### src/rtl/xmem_arb_pkg.sv
// Shared types and widths for the xmem round-robin arbiter.
package xmem_arb_pkg;

  localparam int XMEM_AW     = 30;
  localparam int XMEM_DW     = 32;
  localparam int XMEM_SW     = 4;
  localparam int MAX_MASTERS = 4;

  typedef enum logic [1:0] {
    IDLE  = 2'd0,
    GRANT = 2'd1,
    DRAIN = 2'd2
  } state_e;

endpackage

### src/rtl/xmem_rr_pick.sv
// Combinational round-robin picker: first requester strictly after `last_i`,
// wrapping NUM_MASTERS-1 -> 0.
module xmem_rr_pick #(
  parameter int NUM_MASTERS = 2
) (
  input  logic [NUM_MASTERS-1:0] req_i,
  input  logic [1:0]             last_i,
  output logic [NUM_MASTERS-1:0] gnt_o,
  output logic [1:0]             idx_o,
  output logic                   valid_o
);

  always_comb begin
    // NOTE: every output gets a default before the loop, so no path leaves one unassigned (no latch).
    gnt_o   = '0;
    idx_o   = '0;
    valid_o = 1'b0;
    for (int off = 1; off <= NUM_MASTERS; off++) begin
      if (!valid_o && req_i[(int'(last_i) + off) % NUM_MASTERS]) begin
        valid_o = 1'b1;
        gnt_o[(int'(last_i) + off) % NUM_MASTERS] = 1'b1;
        idx_o = 2'((int'(last_i) + off) % NUM_MASTERS);
      end
    end
  end

endmodule

### src/rtl/xmem_arbiter.sv
// Round-robin arbiter sharing the xmem Wishbone slave port; grant held for the owner's whole cyc.
// Optional stuck-slave abort is enabled by defining XMEM_ARB_TIMEOUT_EN.
module xmem_arbiter
  import xmem_arb_pkg::*;
#(
  parameter int NUM_MASTERS    = 2,
  parameter int TIMEOUT_CYCLES = 255
) (
  input  logic                           clk,
  input  logic                           reset,
  input  logic [XMEM_AW*NUM_MASTERS-1:0] m_adr_i,
  input  logic [XMEM_DW*NUM_MASTERS-1:0] m_dat_i,
  input  logic [XMEM_SW*NUM_MASTERS-1:0] m_sel_i,
  input  logic [NUM_MASTERS-1:0]         m_we_i,
  input  logic [NUM_MASTERS-1:0]         m_stb_i,
  input  logic [NUM_MASTERS-1:0]         m_cyc_i,
  output logic [NUM_MASTERS-1:0]         m_ack_o,
  output logic [NUM_MASTERS-1:0]         m_err_o,
  output logic [XMEM_DW-1:0]             m_dat_o,
  output logic [XMEM_AW-1:0]             s_adr_o,
  output logic [XMEM_DW-1:0]             s_dat_o,
  output logic [XMEM_SW-1:0]             s_sel_o,
  output logic                           s_we_o,
  output logic                           s_stb_o,
  output logic                           s_cyc_o,
  input  logic [XMEM_DW-1:0]             s_dat_i,
  input  logic                           s_ack_i,
  output logic [NUM_MASTERS-1:0]         grant_o
);

  if (NUM_MASTERS < 2 || NUM_MASTERS > MAX_MASTERS) begin : g_bad_masters
    $error("xmem_arbiter: NUM_MASTERS must be 2..4");
  end
  if (TIMEOUT_CYCLES < 1 || TIMEOUT_CYCLES > 255) begin : g_bad_timeout
    $error("xmem_arbiter: TIMEOUT_CYCLES must be 1..255");
  end

  localparam logic [1:0] LAST_RST = 2'(NUM_MASTERS - 1);

  state_e                 state_q, state_d;
  logic [1:0]             owner_q, owner_d;
  logic [1:0]             last_q, last_d;
  logic [NUM_MASTERS-1:0] grant_q, grant_d;

  logic [NUM_MASTERS-1:0] pick_gnt;
  logic [1:0]             pick_idx;
  logic                   pick_valid;

  // Per-master buses unpacked to MAX_MASTERS entries so the 2-bit owner index always fits.
  logic [XMEM_AW-1:0]     adr_a [MAX_MASTERS];
  logic [XMEM_DW-1:0]     dat_a [MAX_MASTERS];
  logic [XMEM_SW-1:0]     sel_a [MAX_MASTERS];
  logic [MAX_MASTERS-1:0] we_a, stb_a, cyc_a;

  always_comb begin
    we_a  = '0;
    stb_a = '0;
    cyc_a = '0;
    for (int i = 0; i < MAX_MASTERS; i++) begin
      adr_a[i] = '0;
      dat_a[i] = '0;
      sel_a[i] = '0;
    end
    for (int i = 0; i < NUM_MASTERS; i++) begin
      adr_a[i] = m_adr_i[(NUM_MASTERS-1-i)*XMEM_AW +: XMEM_AW];
      dat_a[i] = m_dat_i[(NUM_MASTERS-1-i)*XMEM_DW +: XMEM_DW];
      sel_a[i] = m_sel_i[(NUM_MASTERS-1-i)*XMEM_SW +: XMEM_SW];
      we_a[i]  = m_we_i[i];
      stb_a[i] = m_stb_i[i];
      cyc_a[i] = m_cyc_i[i];
    end
  end

  xmem_rr_pick #(.NUM_MASTERS(NUM_MASTERS)) u_pick (
    .req_i   (m_cyc_i),
    .last_i  (last_q),
    .gnt_o   (pick_gnt),
    .idx_o   (pick_idx),
    .valid_o (pick_valid)
  );

  logic own_cyc, own_stb, active;
  assign own_cyc = cyc_a[owner_q];
  assign own_stb = stb_a[owner_q];
  assign active  = (state_q == GRANT);

  assign s_cyc_o = active & own_cyc;
  assign s_stb_o = active & own_cyc & own_stb;
  assign s_adr_o = adr_a[owner_q];
  assign s_dat_o = dat_a[owner_q];
  assign s_sel_o = sel_a[owner_q];
  assign s_we_o  = we_a[owner_q];
  assign m_dat_o = s_dat_i;
  assign grant_o = grant_q;

  // Acks are dropped while reset is high so an aborted owner never sees a late completion.
  assign m_ack_o = (s_stb_o && s_ack_i && !reset) ? grant_q : '0;

`ifdef XMEM_ARB_TIMEOUT_EN
  localparam logic [7:0] TMO_LIMIT = 8'(TIMEOUT_CYCLES);
  logic [7:0] tmo_q, tmo_d;
  logic       err_q, err_d;
  assign m_err_o = (err_q && !reset) ? grant_q : '0;
`else
  assign m_err_o = '0;
`endif

  always_comb begin
    state_d = state_q;
    owner_d = owner_q;
    last_d  = last_q;
    grant_d = grant_q;
`ifdef XMEM_ARB_TIMEOUT_EN
    tmo_d = (s_ack_i || !s_stb_o) ? 8'd0 : tmo_q + 8'd1;
    err_d = 1'b0;
`endif
    case (state_q)
      IDLE: begin
        if (pick_valid) begin
          owner_d = pick_idx;
          grant_d = pick_gnt;
          state_d = GRANT;
        end
      end
      GRANT: begin
        if (!own_cyc) begin
          last_d  = owner_q;
          grant_d = '0;
          state_d = IDLE;
        end
`ifdef XMEM_ARB_TIMEOUT_EN
        else if (tmo_d == TMO_LIMIT) begin
          err_d   = 1'b1;
          state_d = DRAIN;
        end
`endif
      end
`ifdef XMEM_ARB_TIMEOUT_EN
      DRAIN: begin
        // Slave stays deasserted; the grant is only released once the owner gives up cyc.
        if (!own_cyc) begin
          last_d  = owner_q;
          grant_d = '0;
          state_d = IDLE;
        end
      end
`endif
      default: begin
        grant_d = '0;
        state_d = IDLE;
      end
    endcase
  end

  always_ff @(posedge clk) begin
    // NOTE: state registers use non-blocking assignment so every flop samples pre-edge values.
    if (reset) begin
      state_q <= IDLE;
      owner_q <= '0;
      last_q  <= LAST_RST;
      grant_q <= '0;
`ifdef XMEM_ARB_TIMEOUT_EN
      tmo_q   <= '0;
      err_q   <= 1'b0;
`endif
    end else begin
      state_q <= state_d;
      owner_q <= owner_d;
      last_q  <= last_d;
      grant_q <= grant_d;
`ifdef XMEM_ARB_TIMEOUT_EN
      tmo_q   <= tmo_d;
      err_q   <= err_d;
`endif
    end
  end

endmodule
### config.mk
export PLATFORM = sky130hd
export DESIGN_NAME = xmem_arbiter
export DESIGN_NICKNAME = d
export VERILOG_FILES = /design/src/rtl/xmem_arb_pkg.sv /design/src/rtl/xmem_rr_pick.sv /design/src/rtl/xmem_arbiter.sv
export SDC_FILE = /design/constraint.sdc
export NUM_CORES = 1
export LEC_CHECK = 0
export BUFFER_PORTS_ARGS = -buffer_cell sky130_fd_sc_hd__buf_2
export CAP_MARGIN = 40
export CORE_AREA = 2 2 108 110
export DETAILED_ROUTE_END_ITERATION = 8
export DIE_AREA = 0 0 110 112
export SYNTH_ARGS = -nofsm -noshare
export SYNTH_HDL_FRONTEND = slang
export SYNTH_HIERARCHICAL = 1
export SYNTH_SLANG_ARGS = --single-unit
### constraint.sdc
create_clock -name clk -period 1.55 [get_ports clk]
set_input_delay 0 -clock clk [delete_from_list [all_inputs] [get_ports clk]]
set_output_delay 0 -clock clk [all_outputs]
set_load 0.02 [all_outputs]
### Yosys cells after proc, flatten, opt, wreduce, memory -nomap -nowiden

Cells that the tools add are included.

| word-level totals | value |
|---|---|
| register bits after elaboration | 7 |
| bits of input ports | 173 |
| output and inout port bits | 107 |
| logic and storage cells | 70 |

| cells by class | value |
|---|---|
| $add $sub $neg | 2 |
| magnitude comparators | 6 |
| equal/unequal tests | 3 |
| multiplexer cells | 37 |
| bitwise operators | 7 |
| reductions and logical operators | 11 |

Operator list:

| operator | number |
|---|---|
| $bmux 32 s2 | 1 |
| $mux 32 | 2 |
| $bmux 30 s2 | 1 |
| $mux 30 | 2 |
| $mux 2 | 8 |
| $mux 1 | 13 |
| $lt 2x3->1 const B | 3 |
| $bmux 4 s2 | 1 |
| $mux 4 | 2 |
| $pmux 2 s2 | 2 |
| $bmux 1 s2 | 3 |
| $reduce_and 2->1 | 3 |
| $logic_and 1x1->1 | 5 |
| $ge 2x1->1 const B | 2 |
| $ne 2x2->1 const B | 2 |
| $ge 3x3->1 const B | 1 |
| $not 2->3 | 1 |
| $add 1x1->1 const B | 2 |
| $and 1x1->1 | 2 |
| $and 1x1->1 const A | 2 |
| $demux 1 s1 | 2 |
| $eq 2x1->1 const B | 1 |
| $logic_not 1->1 | 2 |
| $logic_not 2->1 | 1 |
| other kinds (2) | 2 |

### Depth between registers and ports, before layout

| logic depth | value |
|---|---|
| depth after elaboration | 11 |
| gate-level depth with buffers | 4 |
| mapped depth without buffers | 4 |

### By module

Netlist, hierarchy kept.

By module, submodules not included:

| module | times used | cells an instance | area an instance (um2) | seq. area each (um2) |
|---|---|---|---|---|
| xmem_arbiter | 1 | 227 | 1615.3 | 140.1 |
| xmem_rr_pick | 1 | 7 | 43.8 | 0.0 |

### Least setup slack after synthesis

No wires, ideal clock.

| timing | value |
|---|---|
| kind | register to output |
| start | register owner_q[0] |
| end | output m_ack_o[0] |
| data arrival time | 1.269 ns |
| data required time | 1.550 ns |
| path slack | 0.281 ns |
| stages on the path, launching flop included | 5 |
| buffers on the path | 1 |
| cell sequence | dfxtp_1 > buf_4 > mux2_4 > nand4_1 > nor3_1 |

| between the ends | value |
|---|---|
| cells in the longest elaborated chain, start to end | 7 |
| elaborated cells between the ends (all ways) | 9 |
| those cells by class | mux (5); bitwise (2); reduce/logical (2) |

RTL lines:

| element | line | RTL |
|---|---|---|
| start, declared | xmem_arbiter.sv:41 | `logic [1:0] owner_q, owner_d;` |
| start signal, assigned | xmem_arbiter.sv:168 | `owner_q <= owner_d;` |
| $bmux 1 s2 | xmem_arbiter.sv:83 | `assign own_cyc = cyc_a[owner_q];` |
| $mux 1 (not written as such) | xmem_arbiter.sv:83 |  |
| $and 1x1->1 | xmem_arbiter.sv:88 | `assign s_stb_o = active & own_cyc & own_stb;` |
| $and 1x1->1 * | xmem_arbiter.sv:88 |  |
| $logic_and 1x1->1 * (2 in series) | xmem_arbiter.sv:97 | `assign m_ack_o = (s_stb_o && s_ack_i && !reset) ? grant_q : '0;` |
| $mux 2 * | xmem_arbiter.sv:97 |  |
| end, declared | xmem_arbiter.sv:17 | `output logic [NUM_MASTERS-1:0] m_ack_o,` |

Mark *: on every way between the ends. The rest lies on a longest branch, timed or not. The select of a mux whose other input is x is not followed.

### Final worst setup path

| timing | value |
|---|---|
| start | register owner_q[0] |
| end | output s_dat_o[11] |

| between the ends | value |
|---|---|
| cells in the longest elaborated chain, start to end | 4 |

RTL lines:

| element | line | RTL |
|---|---|---|
| $not 2->3 (not written as such) | xmem_arbiter.sv:90 | `assign s_dat_o = dat_a[owner_q];` |
| $bmux 32 s2 | xmem_arbiter.sv:90 |  |
| $mux 32 (not written as such) (2 in series) | xmem_arbiter.sv:90 |  |
| end, declared | xmem_arbiter.sv:21 | `output logic [XMEM_DW-1:0] s_dat_o,` |

No other way between the ends. The select of a mux whose other input is x is not followed.

==> reports/summary.txt <==
Max FO, Critical Path: 38
clock sinks: 6
total grt overflow: 0
htree depth: 1
cell leakage power: 1.43 nW
Routed Antenna Nets: 0
Post-Route Skew: 0.00731 ns
Die W: 110 um
Power Total: 0.00161 W
IO Count: 280
cts bufs inserted: 3
Hold Vio Cnt, Final: 0
layout filler cell count: 1269
setup TNS: 0 ns
buffers added on ports: 213
Critical Path End Type: output pin
Initial DRT Pass Iterations: 4
Final GP Congestion: 0.729
syn avg cell area: 7.07 um^2
die height: 112 um
routed len/inst: 11.3 um
post-DP HPWL: 5180 um
worst vdd ir: 0.281 mV
Setup CP Type: register to output pin
Avg Vias per Cell: 3.85
Post-CTS Setup Bufs: 0
clk_lat worst skew: 0.24 ns
design area: 2670 um^2
pin count of the biggest net entering global routing: 39
Reg area: 125 um^2
vias: 2092
clk root buf: clkbuf_16
Final Max Tran Viols: 0
Final Non-Filler Cells: 544
placed inst area: 2590 um^2
share of cells above drive strength 1: 0.559
Mapped Area: 1630 um^2
Placed Instances: 540
CTS tree: done
multi-input gate area in the final layout: 1120 um^2
Initial Util: 0.145
Register-to-Register Setup Slack: 0.43 ns
post-cts resize count: 0
crit path DAT: 1.42 ns
1st-iter DRT viols: 54
Total GRT Usage: 0.0905
Core Footprint: 11200 um^2
RSZ-0062 raised after global routing: false
Ys Warns: 6
Cell Pwr Density: 605 nW/um^2
clock slew at reported path FFs: 0.04 ns
Area growth syn-to-layout: 64.0%
initial antenna violation count: 1
pre-CTS setup slack: 0.382 ns
cts hold-fix bufs: 0
vias in the first global route: 1877
first-pass GRT wire length: 8920 um
setup ws final: 0.131 ns
Setup violations, final: 0
Nets: 575
FMAX: 0.705 GHz
Period minus WS final: 1.42 ns
Ant. Diodes: 0
CP Data Required Time: 1.55 ns
most common cell after layout, fill and taps aside: buf_2
synthesized instance count: 230
status: complete, no violations
Post-route DRC: 0
Tcrit/Tclk final: 0.915
Rows: 39
min-delay worst type: input port to output pin
max-cap check violation count: 0
Die Area: 12300 um^2
CP Launch Type: register
commonest non-fill, non-tap cells in the layout: 213 x buf_2, 70 x mux2i_1, 69 x nor2_1
Post-Route WL: 6130 um
clk buf depth: 2
==> state kept, by name, summed over array words and instances, names as in the netlist <==
signal	flops
owner_q	2
grant_o	2
state_q	1
last_q	1
==> per-stage QoR <==
step / util / hold WS (ns)
after floorplan: - / 0.113
after global placement: 0.231 / 0.000137
after detailed placement: 0.231 / 0.000137
after CTS: 0.238 / 0.000137
after global routing: 0.238 / 0.0000293
final: 0.238 / 0.00000723
==> area by class of cell <==
class	instances	area share
inverter	8	0.0113
clock buffer	4	0.0296
sequential	6	0.0469
timing repair buffer	218	0.423
tap	143	0.0671
multi-input combinational	165	0.422
==> final timing paths <==
| kind | start | end | cells after the start |
|---|---|---|---|
| min reg2reg | last_q[0]$_SDFFE_PP1P_ | last_q[0]$_SDFFE_PP1P_ | 2 |
| max | owner_q[0]$_SDFFE_PP0P_ | s_dat_o[11] | 4 |
| max reg2reg | owner_q[0]$_SDFFE_PP0P_ | grant_o[0]$_SDFFE_PP0P_ | 3 |
| min | s_dat_i[14] | m_dat_o[14] | 0 |
==> worst max-delay path, stage by stage (launching register included) <==
cell	delay (ns)
dfxtp_4	0.41
buf_12	0.26
mux2i_1	0.23
nor2_1	0.06
buf_2	0.17
==> layer usage <==
layer  routed length, um  up-vias  global-route usage
li1                    -     1066                   -
met5                  19        -                   0
met4                 133        2              0.0363
met2                3080      118               0.164
met1                2310      887               0.101
met3                 591       19              0.0170
==> power breakdown <==
group          switching [W]  leakage, nW  internal [W]
clock               0.000105       0.0382      0.000343
combinational       0.000565         1.34      0.000417
sequential         0.0000169       0.0505      0.000167
(Power assumes the default switching activity.)
